`config.mk`:
```
export PLATFORM = sky130hd
export DESIGN_NAME = uart_core_fifo_flat
export DESIGN_NICKNAME = d
export VERILOG_FILES = /design/src/rtl/uart_pkg.sv /design/src/rtl/uart_core_fifo_if.sv /design/src/rtl/sync_fifo.sv /design/src/rtl/uart_core_fifo.sv /design/src/flat_wrapper.sv
export SDC_FILE = /design/constraint.sdc
export NUM_CORES = 1
export LEC_CHECK = 0
export CAP_MARGIN = 20
export CORE_MARGIN = 5
export CORE_UTILIZATION = 42
export DETAILED_ROUTE_END_ITERATION = 6
export PLACE_DENSITY = 0.64
export SKIP_CTS_REPAIR_TIMING = 1
export SYNTH_ARGS = -nofsm -noshare
export SYNTH_HDL_FRONTEND = slang
export SYNTH_SLANG_ARGS = --single-unit
```
`constraint.sdc`:
```
create_clock -name mclk -period 3.5 [get_ports mclk]
set_input_delay 0.7 -clock mclk [delete_from_list [all_inputs] [get_ports mclk]]
set_output_delay 0.7 -clock mclk [all_outputs]
set_load 0.01 [all_outputs]
```
`src/rtl/uart_pkg.sv`:
```
// Shared definitions for the UART core: oversampling ratio, data-width base,
// TX/RX state encodings and a helper that masks a byte to the configured
// character width.
package uart_pkg;

    localparam int OVERSAMPLE     = 16;
    localparam int DATA_BITS_BASE = 5;

    typedef enum logic [2:0] {
        TX_IDLE, TX_START, TX_DATA, TX_PARITY, TX_STOP1, TX_STOP2
    } tx_state_t;

    typedef enum logic [2:0] {
        RX_IDLE, RX_START, RX_DATA, RX_PARITY, RX_STOP1, RX_STOP2
    } rx_state_t;

    // Selects the low (bits+5) bits of a character.
    function automatic logic [7:0] data_mask(input logic [1:0] bits);
        return 8'hFF >> (2'd3 - bits);
    endfunction

endpackage

```
`src/rtl/uart_core_fifo_if.sv`:
```
// Host-side handshake bundle for uart_core_fifo.
//   tx_valid/tx_data/tx_ready : push into the TX FIFO
//   rx_valid/rx_data/rx_perr/rx_ferr/rx_ready : RX FIFO head and pop
// master = host side, slave = UART core.
interface uart_core_fifo_if;
    logic       tx_valid;
    logic [7:0] tx_data;
    logic       tx_ready;
    logic       rx_valid;
    logic [7:0] rx_data;
    logic       rx_perr;
    logic       rx_ferr;
    logic       rx_ready;

    modport master (
        output tx_valid, tx_data, rx_ready,
        input  tx_ready, rx_valid, rx_data, rx_perr, rx_ferr
    );

    modport slave (
        input  tx_valid, tx_data, rx_ready,
        output tx_ready, rx_valid, rx_data, rx_perr, rx_ferr
    );
endinterface

```
`src/rtl/sync_fifo.sv`:
```
// Single-clock FIFO with first-word-fall-through read.
//   mclk, rst  : clock, async active-high reset
//   clr        : synchronous flush (wins over push/pop)
//   push/wdata : write; accepted when not full, or when full with a same-cycle pop
//   pop/rdata  : read; rdata shows the head entry, zero when empty
//   full/empty/cnt : status and occupancy
module sync_fifo #(
    parameter int WIDTH = 8,
    parameter int DEPTH = 4
) (
    input  logic                   mclk,
    input  logic                   rst,
    input  logic                   clr,
    input  logic                   push,
    input  logic                   pop,
    input  logic [WIDTH-1:0]       wdata,
    output logic [WIDTH-1:0]       rdata,
    output logic                   full,
    output logic                   empty,
    output logic [$clog2(DEPTH):0] cnt
);
    localparam int AW = $clog2(DEPTH);
    localparam logic [AW:0] FULL_CNT = DEPTH[AW:0];

    logic [WIDTH-1:0] mem [DEPTH];
    logic [AW-1:0]    wr_ptr, rd_ptr;
    logic             do_push, do_pop;

    assign empty   = (cnt == '0);
    assign full    = (cnt == FULL_CNT);
    assign do_pop  = pop && !empty;
    assign do_push = push && (!full || do_pop);
    assign rdata   = empty ? '0 : mem[rd_ptr];

    always_ff @(posedge mclk or posedge rst) begin
        if (rst) begin
            wr_ptr <= '0;
            rd_ptr <= '0;
            cnt    <= '0;
        end else if (clr) begin
            wr_ptr <= '0;
            rd_ptr <= '0;
            cnt    <= '0;
        end else begin
            if (do_push) wr_ptr <= wr_ptr + 1'b1;
            if (do_pop)  rd_ptr <= rd_ptr + 1'b1;
            case ({do_push, do_pop})
                2'b10:   cnt <= cnt + 1'b1;
                2'b01:   cnt <= cnt - 1'b1;
                default: cnt <= cnt;
            endcase
        end
    end

    always_ff @(posedge mclk) begin
        if (do_push && !clr) mem[wr_ptr] <= wdata;
    end

endmodule

```
`src/rtl/uart_core_fifo.sv`:
```
// UART core with TX and RX FIFOs, 16x oversampling baud generator and
// per-frame configuration (5..8 data bits, optional parity, 1 or 2 stops).
//   mclk, rst          : clock, async active-high reset
//   cfg_*              : enable, data bits (value+5), stop2, parity enable/even, divisor
//   clr                : flush both FIFOs and clear rx_overrun
//   bus (slave)        : TX push and RX head/pop handshakes
//   rx_overrun         : sticky, set when a received character is dropped
//   tx_cnt, rx_cnt     : FIFO occupancy
//   txd, rxd, tx_busy  : serial line and transmitter activity
module uart_core_fifo
    import uart_pkg::*;
#(
    parameter int FIFO_DEPTH = 4,
    parameter int DIV_W      = 16
) (
    input  logic                        mclk,
    input  logic                        rst,
    input  logic                        cfg_en,
    input  logic [1:0]                  cfg_data_bits,
    input  logic                        cfg_stop2,
    input  logic                        cfg_par_en,
    input  logic                        cfg_par_even,
    input  logic [DIV_W-1:0]            cfg_divisor,
    input  logic                        clr,
    uart_core_fifo_if.slave             bus,
    output logic                        rx_overrun,
    output logic [$clog2(FIFO_DEPTH):0] tx_cnt,
    output logic [$clog2(FIFO_DEPTH):0] rx_cnt,
    output logic                        txd,
    input  logic                        rxd,
    output logic                        tx_busy
);
    localparam logic [3:0] TICK_LAST = 4'(OVERSAMPLE - 1);
    localparam logic [3:0] TICK_MID  = 4'(OVERSAMPLE / 2 - 1);
    localparam logic [2:0] LAST_BASE = 3'(DATA_BITS_BASE - 1);

    // Baud generator: down-counter, tick on terminal count.
    logic [DIV_W-1:0] baud_cnt;
    logic             tick;

    assign tick = cfg_en && (baud_cnt == '0);

    always_ff @(posedge mclk or posedge rst) begin
        if (rst)                  baud_cnt <= '0;
        else if (!cfg_en)         baud_cnt <= cfg_divisor;
        else if (baud_cnt == '0)  baud_cnt <= cfg_divisor;
        else                      baud_cnt <= baud_cnt - 1'b1;
    end

    // FIFOs
    logic       tx_full, tx_empty, tx_pop;
    logic [7:0] tx_head;
    logic       rx_full, rx_empty, rx_pop, rx_push;
    logic [9:0] rx_head, rx_wdata;

    assign bus.tx_ready = !tx_full;
    assign bus.rx_valid = !rx_empty;
    assign bus.rx_data  = rx_head[7:0];
    assign bus.rx_perr  = rx_head[8];
    assign bus.rx_ferr  = rx_head[9];
    assign rx_pop       = bus.rx_ready && !rx_empty;

    sync_fifo #(.WIDTH(8), .DEPTH(FIFO_DEPTH)) u_tx_fifo (
        .mclk(mclk), .rst(rst), .clr(clr),
        .push(bus.tx_valid && !tx_full), .pop(tx_pop),
        .wdata(bus.tx_data), .rdata(tx_head),
        .full(tx_full), .empty(tx_empty), .cnt(tx_cnt)
    );

    sync_fifo #(.WIDTH(10), .DEPTH(FIFO_DEPTH)) u_rx_fifo (
        .mclk(mclk), .rst(rst), .clr(clr),
        .push(rx_push), .pop(rx_pop),
        .wdata(rx_wdata), .rdata(rx_head),
        .full(rx_full), .empty(rx_empty), .cnt(rx_cnt)
    );

    always_ff @(posedge mclk or posedge rst) begin
        if (rst)                                 rx_overrun <= 1'b0;
        else if (clr)                            rx_overrun <= 1'b0;
        else if (rx_push && rx_full && !rx_pop)  rx_overrun <= 1'b1;
    end

    // Transmitter. tx_pend marks a character taken from the FIFO that is
    // waiting for the next tick to start its frame.
    tx_state_t  tx_state;
    logic       tx_pend;
    logic [3:0] tx_tcnt;
    logic [2:0] tx_bcnt, tx_last;
    logic [7:0] tx_dat;
    logic       tx_par_en, tx_par_bit, tx_stop2;

    assign tx_pop = cfg_en && (tx_state == TX_IDLE) && !tx_pend && !tx_empty;

    always_ff @(posedge mclk or posedge rst) begin
        if (rst) begin
            tx_state   <= TX_IDLE;
            tx_pend    <= 1'b0;
            tx_tcnt    <= '0;
            tx_bcnt    <= '0;
            tx_last    <= '0;
            tx_dat     <= '0;
            tx_par_en  <= 1'b0;
            tx_par_bit <= 1'b0;
            tx_stop2   <= 1'b0;
            txd        <= 1'b1;
            tx_busy    <= 1'b0;
        end else if (!cfg_en) begin
            tx_state <= TX_IDLE;
            tx_pend  <= 1'b0;
            txd      <= 1'b1;
            tx_busy  <= 1'b0;
        end else begin
            case (tx_state)
                TX_IDLE: begin
                    if (tx_pop) begin
                        tx_pend    <= 1'b1;
                        tx_busy    <= 1'b1;
                        tx_dat     <= tx_head;
                        tx_last    <= LAST_BASE + {1'b0, cfg_data_bits};
                        tx_par_en  <= cfg_par_en;
                        tx_par_bit <= ^(tx_head & data_mask(cfg_data_bits)) ^ ~cfg_par_even;
                        tx_stop2   <= cfg_stop2;
                    end else if (tx_pend && tick) begin
                        tx_pend  <= 1'b0;
                        tx_state <= TX_START;
                        tx_tcnt  <= '0;
                        txd      <= 1'b0;
                    end
                end
                default: begin
                    if (tick) begin
                        if (tx_tcnt != TICK_LAST) begin
                            tx_tcnt <= tx_tcnt + 1'b1;
                        end else begin
                            tx_tcnt <= '0;
                            case (tx_state)
                                TX_START: begin
                                    tx_state <= TX_DATA;
                                    tx_bcnt  <= '0;
                                    txd      <= tx_dat[0];
                                end
                                TX_DATA: begin
                                    if (tx_bcnt != tx_last) begin
                                        tx_bcnt <= tx_bcnt + 1'b1;
                                        txd     <= tx_dat[tx_bcnt + 1'b1];
                                    end else if (tx_par_en) begin
                                        tx_state <= TX_PARITY;
                                        txd      <= tx_par_bit;
                                    end else begin
                                        tx_state <= TX_STOP1;
                                        txd      <= 1'b1;
                                    end
                                end
                                TX_PARITY: begin
                                    tx_state <= TX_STOP1;
                                    txd      <= 1'b1;
                                end
                                TX_STOP1: begin
                                    if (tx_stop2) begin
                                        tx_state <= TX_STOP2;
                                    end else begin
                                        tx_state <= TX_IDLE;
                                        tx_busy  <= 1'b0;
                                    end
                                end
                                default: begin
                                    tx_state <= TX_IDLE;
                                    tx_busy  <= 1'b0;
                                end
                            endcase
                        end
                    end
                end
            endcase
        end
    end

    // Receiver: rxd is asynchronous, so it goes through two flops first.
    logic [1:0] rx_sync;
    logic       rxs, rxs_d;

    assign rxs = rx_sync[1];

    always_ff @(posedge mclk or posedge rst) begin
        if (rst) begin
            rx_sync <= 2'b11;
            rxs_d   <= 1'b1;
        end else begin
            rx_sync <= {rx_sync[0], rxd};
            rxs_d   <= rx_sync[1];
        end
    end

    rx_state_t  rx_state;
    logic [3:0] rx_tcnt;
    logic [2:0] rx_bcnt, rx_last;
    logic [7:0] rx_sh;
    logic       rx_par_en, rx_par_even, rx_stop2, rx_perr_r, rx_ferr_r;

    assign rx_wdata = {rx_ferr_r, rx_perr_r, rx_sh};

    always_ff @(posedge mclk or posedge rst) begin
        if (rst) begin
            rx_state    <= RX_IDLE;
            rx_tcnt     <= '0;
            rx_bcnt     <= '0;
            rx_last     <= '0;
            rx_sh       <= '0;
            rx_par_en   <= 1'b0;
            rx_par_even <= 1'b0;
            rx_stop2    <= 1'b0;
            rx_perr_r   <= 1'b0;
            rx_ferr_r   <= 1'b0;
            rx_push     <= 1'b0;
        end else if (!cfg_en) begin
            rx_state <= RX_IDLE;
            rx_push  <= 1'b0;
        end else begin
            rx_push <= 1'b0;
            case (rx_state)
                RX_IDLE: begin
                    if (rxs_d && !rxs) begin
                        rx_state    <= RX_START;
                        rx_tcnt     <= '0;
                        rx_sh       <= '0;
                        rx_perr_r   <= 1'b0;
                        rx_ferr_r   <= 1'b0;
                        rx_last     <= LAST_BASE + {1'b0, cfg_data_bits};
                        rx_par_en   <= cfg_par_en;
                        rx_par_even <= cfg_par_even;
                        rx_stop2    <= cfg_stop2;
                    end
                end
                RX_START: begin
                    // Mid-point re-check rejects glitches shorter than half a bit.
                    if (tick) begin
                        if (rx_tcnt != TICK_MID) begin
                            rx_tcnt <= rx_tcnt + 1'b1;
                        end else if (rxs) begin
                            rx_state <= RX_IDLE;
                        end else begin
                            rx_tcnt  <= '0;
                            rx_bcnt  <= '0;
                            rx_state <= RX_DATA;
                        end
                    end
                end
                default: begin
                    if (tick) begin
                        if (rx_tcnt != TICK_LAST) begin
                            rx_tcnt <= rx_tcnt + 1'b1;
                        end else begin
                            rx_tcnt <= '0;
                            case (rx_state)
                                RX_DATA: begin
                                    rx_sh[rx_bcnt] <= rxs;
                                    if (rx_bcnt != rx_last)  rx_bcnt  <= rx_bcnt + 1'b1;
                                    else if (rx_par_en)      rx_state <= RX_PARITY;
                                    else                     rx_state <= RX_STOP1;
                                end
                                RX_PARITY: begin
                                    rx_perr_r <= (^rx_sh) ^ rxs ^ ~rx_par_even;
                                    rx_state  <= RX_STOP1;
                                end
                                RX_STOP1: begin
                                    if (!rxs) rx_ferr_r <= 1'b1;
                                    if (rx_stop2) begin
                                        rx_state <= RX_STOP2;
                                    end else begin
                                        rx_state <= RX_IDLE;
                                        rx_push  <= 1'b1;
                                    end
                                end
                                default: begin
                                    if (!rxs) rx_ferr_r <= 1'b1;
                                    rx_state <= RX_IDLE;
                                    rx_push  <= 1'b1;
                                end
                            endcase
                        end
                    end
                end
            endcase
        end
    end

endmodule

```
`src/flat_wrapper.sv`:
```
// flat-port wrapper written by rule: the top's interface ports become plain ports
module uart_core_fifo_flat import uart_pkg::*;
#(
    parameter int FIFO_DEPTH = 4,
    parameter int DIV_W      = 16
)
  (mclk, rst, cfg_en, cfg_data_bits, cfg_stop2, cfg_par_en, cfg_par_even, cfg_divisor, clr, rx_overrun, tx_cnt, rx_cnt, txd, rxd, tx_busy, bus_tx_valid, bus_tx_data, bus_rx_ready, bus_tx_ready, bus_rx_valid, bus_rx_data, bus_rx_perr, bus_rx_ferr);
  uart_core_fifo_if bus_i ();
  input  logic mclk;
  input  logic rst;
  input  logic cfg_en;
  input  logic [1:0] cfg_data_bits;
  input  logic cfg_stop2;
  input  logic cfg_par_en;
  input  logic cfg_par_even;
  input  logic [DIV_W-1:0] cfg_divisor;
  input  logic clr;
  output logic rx_overrun;
  output logic [$clog2(FIFO_DEPTH):0] tx_cnt;
  output logic [$clog2(FIFO_DEPTH):0] rx_cnt;
  output logic txd;
  input  logic rxd;
  output logic tx_busy;
  input wire logic [$bits(bus_i.tx_valid)-1:0] bus_tx_valid;
  input wire logic [$bits(bus_i.tx_data)-1:0] bus_tx_data;
  input wire logic [$bits(bus_i.rx_ready)-1:0] bus_rx_ready;
  output wire logic [$bits(bus_i.tx_ready)-1:0] bus_tx_ready;
  output wire logic [$bits(bus_i.rx_valid)-1:0] bus_rx_valid;
  output wire logic [$bits(bus_i.rx_data)-1:0] bus_rx_data;
  output wire logic [$bits(bus_i.rx_perr)-1:0] bus_rx_perr;
  output wire logic [$bits(bus_i.rx_ferr)-1:0] bus_rx_ferr;
  assign bus_i.tx_valid = bus_tx_valid;
  assign bus_i.tx_data = bus_tx_data;
  assign bus_i.rx_ready = bus_rx_ready;
  assign bus_tx_ready = bus_i.tx_ready;
  assign bus_rx_valid = bus_i.rx_valid;
  assign bus_rx_data = bus_i.rx_data;
  assign bus_rx_perr = bus_i.rx_perr;
  assign bus_rx_ferr = bus_i.rx_ferr;
  uart_core_fifo #(.FIFO_DEPTH(FIFO_DEPTH), .DIV_W(DIV_W)) u_core (.mclk(mclk), .rst(rst), .cfg_en(cfg_en), .cfg_data_bits(cfg_data_bits), .cfg_stop2(cfg_stop2), .cfg_par_en(cfg_par_en), .cfg_par_even(cfg_par_even), .cfg_divisor(cfg_divisor), .clr(clr), .bus(bus_i), .rx_overrun(rx_overrun), .tx_cnt(tx_cnt), .rx_cnt(rx_cnt), .txd(txd), .rxd(rxd), .tx_busy(tx_busy));
endmodule
```
==> results.md <==
- The synthesis-stage register bit count is 160.
- The sum of routed wire length over all layers is 15600 um.
- The clock latency on the worst-skew pair is 0.42 ns.
- Setup violations remaining at the end of the flow were counted as 0.
- The synthesized-area fraction occupied by ao, oa, aoi and oai cells is 10.8%.
- The data required time of the critical path is 2.80 ns.
- For this run, the post-layout net count is 769.
- For this run, the number of standard cells in the final layout without fillers is 959.
- Of the synthesized area, sequential elements account for 55.9%.
- The clock passes through at most 2 buffers.
- The clock buffer count from CTS is 17.
- Clock tree synthesis selected as its root buffer the cell sky130_fd_sc_hd__clkbuf_16.
- The number of warnings printed during yosys synthesis is 0.
- The maximum level of the CTS H-tree is 4.
- For this block, the via count after detailed routing is 5262.
- The count of boundary I/O pins is 57.
- Power spread over the standard cell area amounts to 558 nW/um2.
- The post-layout instance area is 9210 um2.
- The arrival time at the worst endpoint is 2.30 ns.
- The cell with the largest stage delay on the worst path is sky130_fd_sc_hd__mux4_2.
- The total core area is 18100 um2.
- In this run, placement finished with an instance count of 926.
- At the end of routability-driven placement, the weighted congestion stood at 0.840.
- The post-route clock period utilization is 85.7%.
- In the global route stage, overall resource usage came out at 15.2%.
- The initial antenna violation count was 0.
- After global routing the overflow that remains totals 0.
- Traced cell by cell, the critical path runs through buf_4, mux4_2, and2_1, clkdlybuf4s50_1.
- The clock transition time at the flip-flop clock pins of the worst setup and hold paths is 0.06 ns.
- The final max-slew violation count was 0.
- The cell count after synthesis is 666.
- Setup repair after global routing left no endpoint under its margin.
- Cells fill 50.8% of the core in the end.
- The final antenna diode count is 0.
- The placement row count is 49.
- The headroom to the max-slew limit is 60.2%.
- The min-delay analysis places its worst path in the category flip-flop to flip-flop.
- The flip-flop cell with the highest count after synthesis is sky130_fd_sc_hd__dfrtp_1.
- The fraction of registers with async set/reset is 55.0%.
- The die covers 21400 um2.
- The top achievable clock speed is 0.333 GHz.
- The first-pass iteration count of the detailed router is 5.
- The kind of capture point of the worst setup path is an output port.
- The critical path is of the flip-flop to output port type.
- The mean post-synth cell area is 11.7 um2.
- The global-route wire length before repair is 26400 um.
- The slew at the pin closest to its max-slew limit is 0.596 ns.
- The half-perimeter wire length after placement is 11100 um.
- The worst ir drop on vdd is 0.000335 V.
- The width of the chip is 146 um.
- The fraction of the mapped netlist area in adder cells is 2.75%.
- The starting utilization of the core area is 43.1%.
- The routed wirelength normalized by instance count is 16.2 um.
- In this run the static leakage power is 3.63 nW.
- The count of distinct cell types in the synthesized netlist is 73.
- In the routed layout, each cell is associated on average with a via count of 5.49.
- The die boundary height is 146 um.
- The max-capacitance violation count is 0.
- Of the total synthesized cell area, the portion taken by XOR and XNOR cells is 5.09%.
- The clock tree from TritonCTS is done.
- The number of global-route vias before repair is 5208.
- Once detail routing completed, the nets flagged for antenna violations numbered 0.
- The net count after synthesis is 718.
- The cell area after technology mapping is 7820 um2.
- The routed design could run at a clock period as short as 3.00 ns.
- The largest family of logic cells by synthesized area is simple AND/OR/NAND/NOR gates.
- The flow ran to the end, and the final reports show no timing, DRC or antenna violations.
- Clock skew on the completed layout was measured at 0.0100 ns.
- The DRC violation count after routing is 0.
- CTS saw 160 sinks.
- The area growth from synthesis to layout is 17.8%.
- Buffers placed on the I/O ports in this run total 56.
- The fraction of layout instances using a drive strength above 1 is 11.4%.
- On the worst path, the slowest cell contributes a delay of 0.51 ns.
- Of all nets on the critical path, the largest fanout is 8.
- For the final routed database, the setup TNS stands at 0 ns.
- Counting flops with a built-in enable in the synthesized netlist gives 72.
- Counting the fill cells in the layout gives 1550.
- The hold violation total from the final report is 0.
- Summing the areas of all and, or, nand and nor instances in the mapped netlist gives 15.6% of the synthesized area.
- The portion of synthesized area spent on multiplexers is 6.84%.
- After the first detailed-routing iteration, the DRC count stood at 376.
- After detailed placement, the total cell area comes to 8560 um2.
- The nature of the critical path startpoint is a flip-flop.
- The pin count of the biggest net entering global routing is 56.
[worst paths after layout]
check / end / start / depth (start not counted) / slack, ns
min in group asynchronous: u_core.u_rx_fifo.rd_ptr[1] / rst / 2 / 0.49
max in group asynchronous: u_core.baud_cnt[7] / rst / 4 / 2.32
worst min-delay path: u_core.rx_sync[1] / u_core.rx_sync[0] / 0 / 0.36
worst max-delay path: bus_rx_perr / u_core.u_rx_fifo.rd_ptr[0] / 4 / 0.50
worst max register to register: u_core.rx_sh[0] / u_core.baud_cnt[0] / 7 / 0.97
worst min register to register: u_core.rx_sync[1] / u_core.rx_sync[0] / 0 / 0.36
[worst max-delay path: cells and delay by family, from the launching register on]
kind	cells	cell delay [ns]
buf+inv	2	0.73
flops	1	0.46
mux	1	0.51
simple gates	1	0.17
[kinds of logic after synthesis]
kind of cell | Yosys count
AND/OR/NAND/NOR | 243
buffers and inverters | 51
AO/OA/AOI/OAI | 126
multiplexers | 27
XOR/XNOR | 43
flip-flops | 160
adder cells (fa/ha/maj) | 16
[flip-flops by register name, summed over array words and instances, names as in the netlist, 2 cells and up]
name,count
u_core.u_rx_fifo.mem,40
u_core.u_tx_fifo.mem,32
u_core.baud_cnt,16
u_core.rx_sh,8
u_core.tx_dat,8
u_core.rx_tcnt,4
u_core.tx_tcnt,4
u_core.rx_bcnt,3
u_core.rx_last,3
u_core.rx_state,3
u_core.tx_bcnt,3
u_core.tx_last,3
u_core.tx_state,3
u_core.u_rx_fifo.cnt,3
u_core.u_tx_fifo.cnt,3
u_core.rx_sync,2
u_core.u_rx_fifo.rd_ptr,2
u_core.u_rx_fifo.wr_ptr,2
u_core.u_tx_fifo.rd_ptr,2
u_core.u_tx_fifo.wr_ptr,2
[report_power, final]
group	internal, mW	leakage, nW	switching (mW)
Combinational	0.446	1.49	0.443
Sequential	2.13	1.86	0.191
Clock	1.15	0.285	0.773
Total	3.73	3.63	1.41
[synth_stat cells, types with 3 or more instances]
library cell	count	area [um2]
sky130_fd_sc_hd__nand3_1	15	75.1
sky130_fd_sc_hd__clkbuf_1	23	86.3
sky130_fd_sc_hd__dfstp_2	4	105
sky130_fd_sc_hd__buf_2	6	30.0
sky130_fd_sc_hd__a21oi_1	17	85.1
sky130_fd_sc_hd__nor2_1	40	150
sky130_fd_sc_hd__mux4_2	19	428
sky130_fd_sc_hd__o2bb2ai_1	3	26.3
sky130_fd_sc_hd__nor3_1	12	60.1
sky130_fd_sc_hd__nand2b_1	3	18.8
sky130_fd_sc_hd__a21o_1	7	52.6
sky130_fd_sc_hd__xor2_1	13	114
sky130_fd_sc_hd__o21ai_0	41	205
sky130_fd_sc_hd__and3_1	3	18.8
sky130_fd_sc_hd__buf_6	3	33.8
sky130_fd_sc_hd__edfxtp_1	72	2160
sky130_fd_sc_hd__nor4_1	3	18.8
sky130_fd_sc_hd__dfrtp_1	84	2100
sky130_fd_sc_hd__ha_1	14	175
sky130_fd_sc_hd__mux2i_1	5	50.1
sky130_fd_sc_hd__nand2_1	102	383
sky130_fd_sc_hd__o21a_1	5	37.5
sky130_fd_sc_hd__xnor2_1	28	245
sky130_fd_sc_hd__nand3b_1	4	30.0
sky130_fd_sc_hd__a22o_1	4	35.0
sky130_fd_sc_hd__nor3b_1	6	45.0
sky130_fd_sc_hd__nand4_1	6	37.5
sky130_fd_sc_hd__or3_1	6	37.5
sky130_fd_sc_hd__o31ai_1	10	75.1
sky130_fd_sc_hd__o21ai_1	9	45.0
sky130_fd_sc_hd__inv_1	15	56.3
sky130_fd_sc_hd__a31oi_1	6	37.5
sky130_fd_sc_hd__nor2b_1	6	37.5
sky130_fd_sc_hd__and2_1	21	131
[metrics by stage]
step / power [mW] / setup slack, ns / hold WS [ns]
final: 5.14 / 0.501 / 0.356
after global routing: 5.39 / 0.341 / 0.363
after global placement: 3.23 / 0.631 / 0.346
after floorplan: 2.98 / 0.528 / 0.345
after CTS: 5.19 / 0.439 / 0.357
after detailed placement: 3.26 / 0.558 / 0.347
[final cells by class]
cell class | instances | area, um2 | area share [%]
flip-flops and latches | 160 | 4370 | 47.4
multi-input cells | 455 | 3210 | 34.9
repair buffers | 67 | 663 | 7.20
clock buffers | 18 | 439 | 4.77
well taps | 229 | 287 | 3.11
clock inverters | 14 | 180 | 1.96
inverters | 16 | 61.3 | 0.666
[layer usage]
layer,wire length [um],GRT usage [%],up-vias
met2,7790,24.7,135
met3,634,3.66,19
li1,-,-,2516
met4,190,5.36,0
met1,6970,19.9,2592
met5,0,0,-
[cell usage in the layout, fill, tap and decap left out, types with 5 or more instances in the layout]
cell type and n:
sky130_fd_sc_hd__and2_1 21, sky130_fd_sc_hd__mux2i_1 5, sky130_fd_sc_hd__o21ai_0 41, sky130_fd_sc_hd__xnor2_1 28
sky130_fd_sc_hd__dfrtp_1 84, sky130_fd_sc_hd__clkinvlp_4 6, sky130_fd_sc_hd__clkbuf_16 17, sky130_fd_sc_hd__o21ai_1 9
sky130_fd_sc_hd__ha_1 14, sky130_fd_sc_hd__or3_1 6, sky130_fd_sc_hd__nand3_1 15, sky130_fd_sc_hd__a31oi_1 6
sky130_fd_sc_hd__a21oi_1 17, sky130_fd_sc_hd__a21o_1 7, sky130_fd_sc_hd__inv_1 14, sky130_fd_sc_hd__nand4_1 6
sky130_fd_sc_hd__edfxtp_1 72, sky130_fd_sc_hd__o31ai_1 10, sky130_fd_sc_hd__clkdlybuf4s50_1 56, sky130_fd_sc_hd__nor3b_1 6
sky130_fd_sc_hd__nor2_1 40, sky130_fd_sc_hd__xor2_1 13, sky130_fd_sc_hd__o21a_1 5, sky130_fd_sc_hd__nor3_1 12
sky130_fd_sc_hd__buf_4 10, sky130_fd_sc_hd__nor2b_1 6, sky130_fd_sc_hd__nand2_1 102, sky130_fd_sc_hd__mux4_2 19
(Power assumes the default switching activity.)
==> RTL change 1 (same settings) <==
Make the reset (`rst`) synchronous in 6 clocked blocks. Comments in the files are not updated.
--- a/src/rtl/sync_fifo.sv
+++ b/src/rtl/sync_fifo.sv
@@ -33,5 +33,5 @@
     assign rdata   = empty ? '0 : mem[rd_ptr];
 
-    always_ff @(posedge mclk or posedge rst) begin
+    always_ff @(posedge mclk) begin
         if (rst) begin
             wr_ptr <= '0;
--- a/src/rtl/uart_core_fifo.sv
+++ b/src/rtl/uart_core_fifo.sv
@@ -41,5 +41,5 @@
     assign tick = cfg_en && (baud_cnt == '0);
 
-    always_ff @(posedge mclk or posedge rst) begin
+    always_ff @(posedge mclk) begin
         if (rst)                  baud_cnt <= '0;
         else if (!cfg_en)         baud_cnt <= cfg_divisor;
@@ -75,5 +75,5 @@
     );
 
-    always_ff @(posedge mclk or posedge rst) begin
+    always_ff @(posedge mclk) begin
         if (rst)                                 rx_overrun <= 1'b0;
         else if (clr)                            rx_overrun <= 1'b0;
@@ -92,5 +92,5 @@
     assign tx_pop = cfg_en && (tx_state == TX_IDLE) && !tx_pend && !tx_empty;
 
-    always_ff @(posedge mclk or posedge rst) begin
+    always_ff @(posedge mclk) begin
         if (rst) begin
             tx_state   <= TX_IDLE;
@@ -182,5 +182,5 @@
     assign rxs = rx_sync[1];
 
-    always_ff @(posedge mclk or posedge rst) begin
+    always_ff @(posedge mclk) begin
         if (rst) begin
             rx_sync <= 2'b11;
@@ -200,5 +200,5 @@
     assign rx_wdata = {rx_ferr_r, rx_perr_r, rx_sh};
 
-    always_ff @(posedge mclk or posedge rst) begin
+    always_ff @(posedge mclk) begin
         if (rst) begin
             rx_state    <= RX_IDLE;
Function: differs if rst is asserted again (counterexample within 4 cycles, from zero or initial values and one cycle with rst high); with rst held inactive, the same outputs for 4 cycles.
==> RTL change 1 against the unedited design <==
Die area decreased by 3.6%; sequential cell count rose by 4; sequential share of layout area is 2.2 points lower; critical path type unchanged; design area decreased by 3.8%; area after synthesis shrank 3.9%; maximum frequency down 3.7%; highest routed layer unchanged; setup slack worse by 110 ps; largest cell class unchanged; routed wire length is 3.3% lower; synthesized cell count is 4.8% higher.
Power is not compared: it rests on default switching activity, and its combinational part moved more than twofold at a synthesized area within 25%.
==> RTL change 1: results (changes against the unedited design) <==
| Metric | Value |
|---|---|
| All-Layer GR Usage | `15.3% (+0.15 points)` |
| Worst Reg2Reg Path Length in Cells | `10 (+3)` |
| Top cells by area, synth | `edfxtp_1 29%, dfxtp_1 25%, mux4_2 6.0%` |
| Synth Net Count | `751 (+4.6%)` |
| Slew @ Worst Pin | `1060 ps (+469 ps)` |
| Reg2reg start | `u_core.tx_state[0]` |
| Hold Crit Depth | `1 (+1)` |
| Global-route wire length before repair | `25.0 mm (-5.5%)` |
| Unique cell type count in the Yosys netlist | `58 (-21%)` |
| Async set-reset flop share out of synthesis | `0% (-55 points)` |
| Number of global-route vias before repair | `5089 (-2.3%)` |
| Max incr delay on CP | `750 ps (+240 ps)` |
| Hold Crit Start | `u_core.rx_sync[0]` |
| Crit Path Max Fanout | `10 (+2)` |
| Inst Count DP | `956 (+3.2%)` |
| DRT iter0 DRCs | `296 (-21%)` |
| VDD IR-drop max | `0.344 mV` |
| Share of layout cells above drive strength 1 | `9.75% (-1.6 points)` |
| Hold Slack | `412 ps (+55.8 ps)` |
| Pin count of the biggest net entering global routing | `52 (-7.1%)` |
| Via count | `5208 (-1.0%)` |
| CP max stage cell | `dfxtp_1` |
| Worst r2r dst | `u_core.u_tx_fifo.cnt[2]` |
| Worst endpoint data arrival time | `2410 ps (+110 ps)` |
| Reg-to-reg setup timing slack | `570 ps (-400 ps)` |
| Drt via density | `5.27 (-3.9%)` |
| CP delay by family, top | `flip-flops` |
| Setup Skew | `11.0 ps (+1.04 ps)` |
| Final Net Count | `799 (+3.9%)` |
| Clk slew on worst S/H paths | `60 ps (about the same)` |
| Setup TNS | `0 ps (unchanged)` |
| Final HPWL DP | `10.8 mm (-2.9%)` |
| Average wire per standard cell | `15.3 microns (-6.1%)` |
| Top Registers | `u_core.u_rx_fifo.mem x40, u_core.u_tx_fifo.mem x32, u_core.baud_cnt x16` |
| Mapped Avg Cell Area | `10.8 sq um (-8.3%)` |
| Gpl congestion | `0.879 (+4.7%)` |
| Top_reg_cell synth | `dfxtp_1` |
| Status | `completed` |
| Commonest cells in the netlist | `92 x dfxtp_1, 72 x edfxtp_1, 67 x nor2_1` |
| # fillers | `1619 (+4.5%)` |
| Hold Crit Endpoint | `u_core.rx_sync[1]` |
| Seq/Total Area, Yosys | `53.3% (-2.6 points)` |
## RTL change 1: cell types whose count changed in the layout (fill, tap and decap cells not counted), moves of 9 or more
cell / unedited run / this run
nor2_1: 40 / 67
a21oi_1: 17 / 40
nand2_1: 102 / 56
dfrtp_1: 84 / 0
nand2b_1: 3 / 15
a211oi_1: 2 / 14
inv_1: 14 / 26
dfxtp_1: 0 / 92
a211o_1: 1 / 10
## RTL change 1: metal layers
metal	global-route usage [%]	vias up	part of all wire, %
met4	5.35	0	1.7
met1	18.8	2494	44
met2	26.1	85	51
met5	0	-	0
met3	4.09	20	3.9
li1	-	2609	-
## RTL change 1: final cells by class
cell class / instances / area [sq um] / area share, %
Inverter: 27 / 101 / 1.14
Clock buffer: 18 / 429 / 4.85
Clock inverter: 14 / 144 / 1.62
Timing Repair Buffer: 62 / 601 / 6.78
Sequential cell: 164 / 4000 / 45.2
Tap cell: 229 / 287 / 3.23
Multi-Input combinational cell: 474 / 3290 / 37.2
## RTL change 1: kinds of logic after synthesis
logic type	count (synthesis)	synth area share [%]
multiplexers	29	7.19
AND/OR/NAND/NOR	247	16.9
adder cells (fa/ha/maj)	17	3.03
buffers and inverters	60	3.00
XOR/XNOR	45	5.25
flip-flops	164	53.3
AO/OA/AOI/OAI	136	11.4
## RTL change 1: how the worst max path moves through the flow
stage | end | cells past startpoint
floorplan | u_core.u_tx_fifo.cnt[2] | 10
global placement | u_core.u_rx_fifo.cnt[2] | 7
detailed placement | u_core.u_rx_fifo.cnt[2] | 7
CTS | bus_rx_perr | 3
global route | bus_rx_perr | 3
finish | bus_rx_perr | 3
## RTL change 1: power by group through the flow
stage	combinational, uW	sequential (uW)	clock (uW)
final	264	2060	1810
after floorplan	176	2090	0
after global routing	293	2060	1930
after detailed placement	264	2100	0
after global placement	259	2100	0
after CTS	265	2060	1850
## RTL change 1: stage by stage
| step | utilization [%] | worst slack, ps | cell area (sq um) |
|---|---|---|---|
| 3_5_place_dp | 46.6 | 583 | 8280 |
| 3_3_place_gp | 46.6 | 718 | 8280 |
| 6_report | 49.8 | 386 | 8860 |
| 4_1_cts | 49.8 | 276 | 8860 |
| 2_1_floorplan | - | 554 | 7510 |
| 5_1_grt | 49.8 | 218 | 8860 |
==> RTL change 2 (config.mk and constraints unchanged) <==
Without the edit above. `FIFO_DEPTH` is set to 4 in 2 places; all go to 8.
--- a/src/rtl/uart_core_fifo.sv
+++ b/src/rtl/uart_core_fifo.sv
@@ -11,5 +11,5 @@
     import uart_pkg::*;
 #(
-    parameter int FIFO_DEPTH = 4,
+    parameter int FIFO_DEPTH = 8,
     parameter int DIV_W      = 16
 ) (
--- a/src/flat_wrapper.sv
+++ b/src/flat_wrapper.sv
@@ -2,5 +2,5 @@
 module uart_core_fifo_flat import uart_pkg::*;
 #(
-    parameter int FIFO_DEPTH = 4,
+    parameter int FIFO_DEPTH = 8,
     parameter int DIV_W      = 16
 )
Ports: changed (resized rx_cnt and tx_cnt); port bits go from 57 to 59. The function was not compared with the original's and may differ.
==> RTL change 2 against the unedited design <==
Core utilization is 0.61 points lower; power is 50% higher; clock skew is 19 ps higher; design area is 37% higher; sequential cell count is 78 higher; sequential power is 49% higher; clock power is 27% higher; setup slack worse by 200 ps; non-clock buffer count is 24 higher; area after synthesis is 37% higher; routed wire length is 40% higher; sequential share of layout area is 5.5 points higher.
==> RTL change 2: results (changes against the unedited design) <==
| Metric | Value |
|---|---|
| NetSw | `2270 uW (+61%)` |
| Clock power frac | `31.6% (-5.8 points)` |
| Final HPWL DP | `14.7 mm (+33%)` |
| WL met2 | `10.4 mm (+33%)` |
| Multi-input gates | `529 (+16%)` |
| DRT Pass-1 Iters | `6 (+1)` |
| Synth Area in Adders | `1.82% (-0.93 points)` |
| Nonclk buf count | `91 (+36%)` |
| Mux contribution to synthesized area | `10.5% (+3.7 points)` |
| Sequential cell area | `6680 sq um (+53%)` |
| H-tree levels | `1 (-3)` |
| Via count | `6676 (+27%)` |
| Pre-CTS WS | `192 ps (-366 ps)` |
| All-Layer GR Usage | `15.5% (+0.37 points)` |
| Top cells by area, synth | `edfxtp_1 40%, dfrtp_1 21%, mux4_2 6.3%` |
| CTS Buf Count | `26 (+9)` |
| Buffers on Ports | `58 (+3.6%)` |
| Final Net Count | `953 (+24%)` |
| Clock network area share | `6.04% (-0.68 points)` |
| Share of layout cells above drive strength 1 | `13.8% (+2.4 points)` |
| Seq/Total Area, Yosys | `62.3% (+6.4 points)` |
| VDD IR-drop max | `0.427 mV (+28%)` |
| Gpl congestion | `0.808 (-3.8%)` |
| CP delay by family, top | `multiplexers` |
| Deepest clock path buffer count | `3 (+1)` |
| Status | `completed` |
| Clock Latency Late Sink | `540 ps (+120 ps)` |
| Unique cell type count in the Yosys netlist | `67 (-8.2%)` |
| Leak pwr | `0.00480 uW (+32%)` |
| Pin count of the biggest net entering global routing | `44 (-21%)` |
| GRT met1 Usage | `22.4% (+2.4 points)` |
| Mapped Avg Cell Area | `13.1 sq um (+12%)` |
| Setup Skew | `28.8 ps (+18.8 ps)` |
| Commonest cells in the netlist | `144 x edfxtp_1, 93 x nand2_1, 90 x dfrtp_1` |
| NonClk Buf Share | `6.76% (-0.44 points)` |
| Synth Area in Compound Gates | `7.84% (-3.0 points)` |
| Clock Sinks | `238 (+49%)` |
| WL met3 | `1.06 mm (+67%)` |
| Fin cells | `1252 (+31%)` |
| Routing usage on met3 | `2.44% (-1.2 points)` |
| Placed inst area | `11900 sq um (+39%)` |
| CLK BUF | `31 (+13)` |
| Crit Path Max Fanout | `19 (+11)` |
| Total routed wirelength | `21.8 mm (+40%)` |
| Synth Net Count | `870 (+21%)` |
| Post-synth EDFFs | `144 (+100%)` |
| Grt met2 use | `24.9% (+0.22 points)` |
| Mapped Cells | `819 (+23%)` |
| # fillers | `2144 (+38%)` |
| Area of the multi-input gates | `3850 sq um (+20%)` |
| Syn-to-layout area delta | `17.7%` |
| Global-route wire length before repair | `35.9 mm (+36%)` |
RTL change 2: changes by cell type in the layout (fill, tap and decap cells not counted), sizes merged, moves of 7 or more:
cell    change
and2       -17
buf        +22
clkbuf     +13
clkinv     +13
edfxtp     +72
mux2        +9
mux2i      +28
mux4       +10
nand2       -9
nand2b      +7
nor2       +33
o21ai      +14
RTL change 2: worst paths after layout:
path / start / to / slack, ps / depth (start not counted)
setup reg to reg: u_core.u_rx_fifo.cnt[1] / u_core.u_rx_fifo.cnt[3] / 850 / 12
hold / removal: u_core.rx_sync[0] / u_core.rx_sync[1] / 350 / 0
max in group asynchronous: rst / u_core.txd / 2220 / 3
setup / recovery: u_core.u_rx_fifo.rd_ptr[0] / bus_rx_data[7] / 300 / 5
min in group asynchronous: rst / u_core.u_rx_fifo.wr_ptr[2] / 590 / 2
hold reg to reg: u_core.rx_sync[0] / u_core.rx_sync[1] / 350 / 0
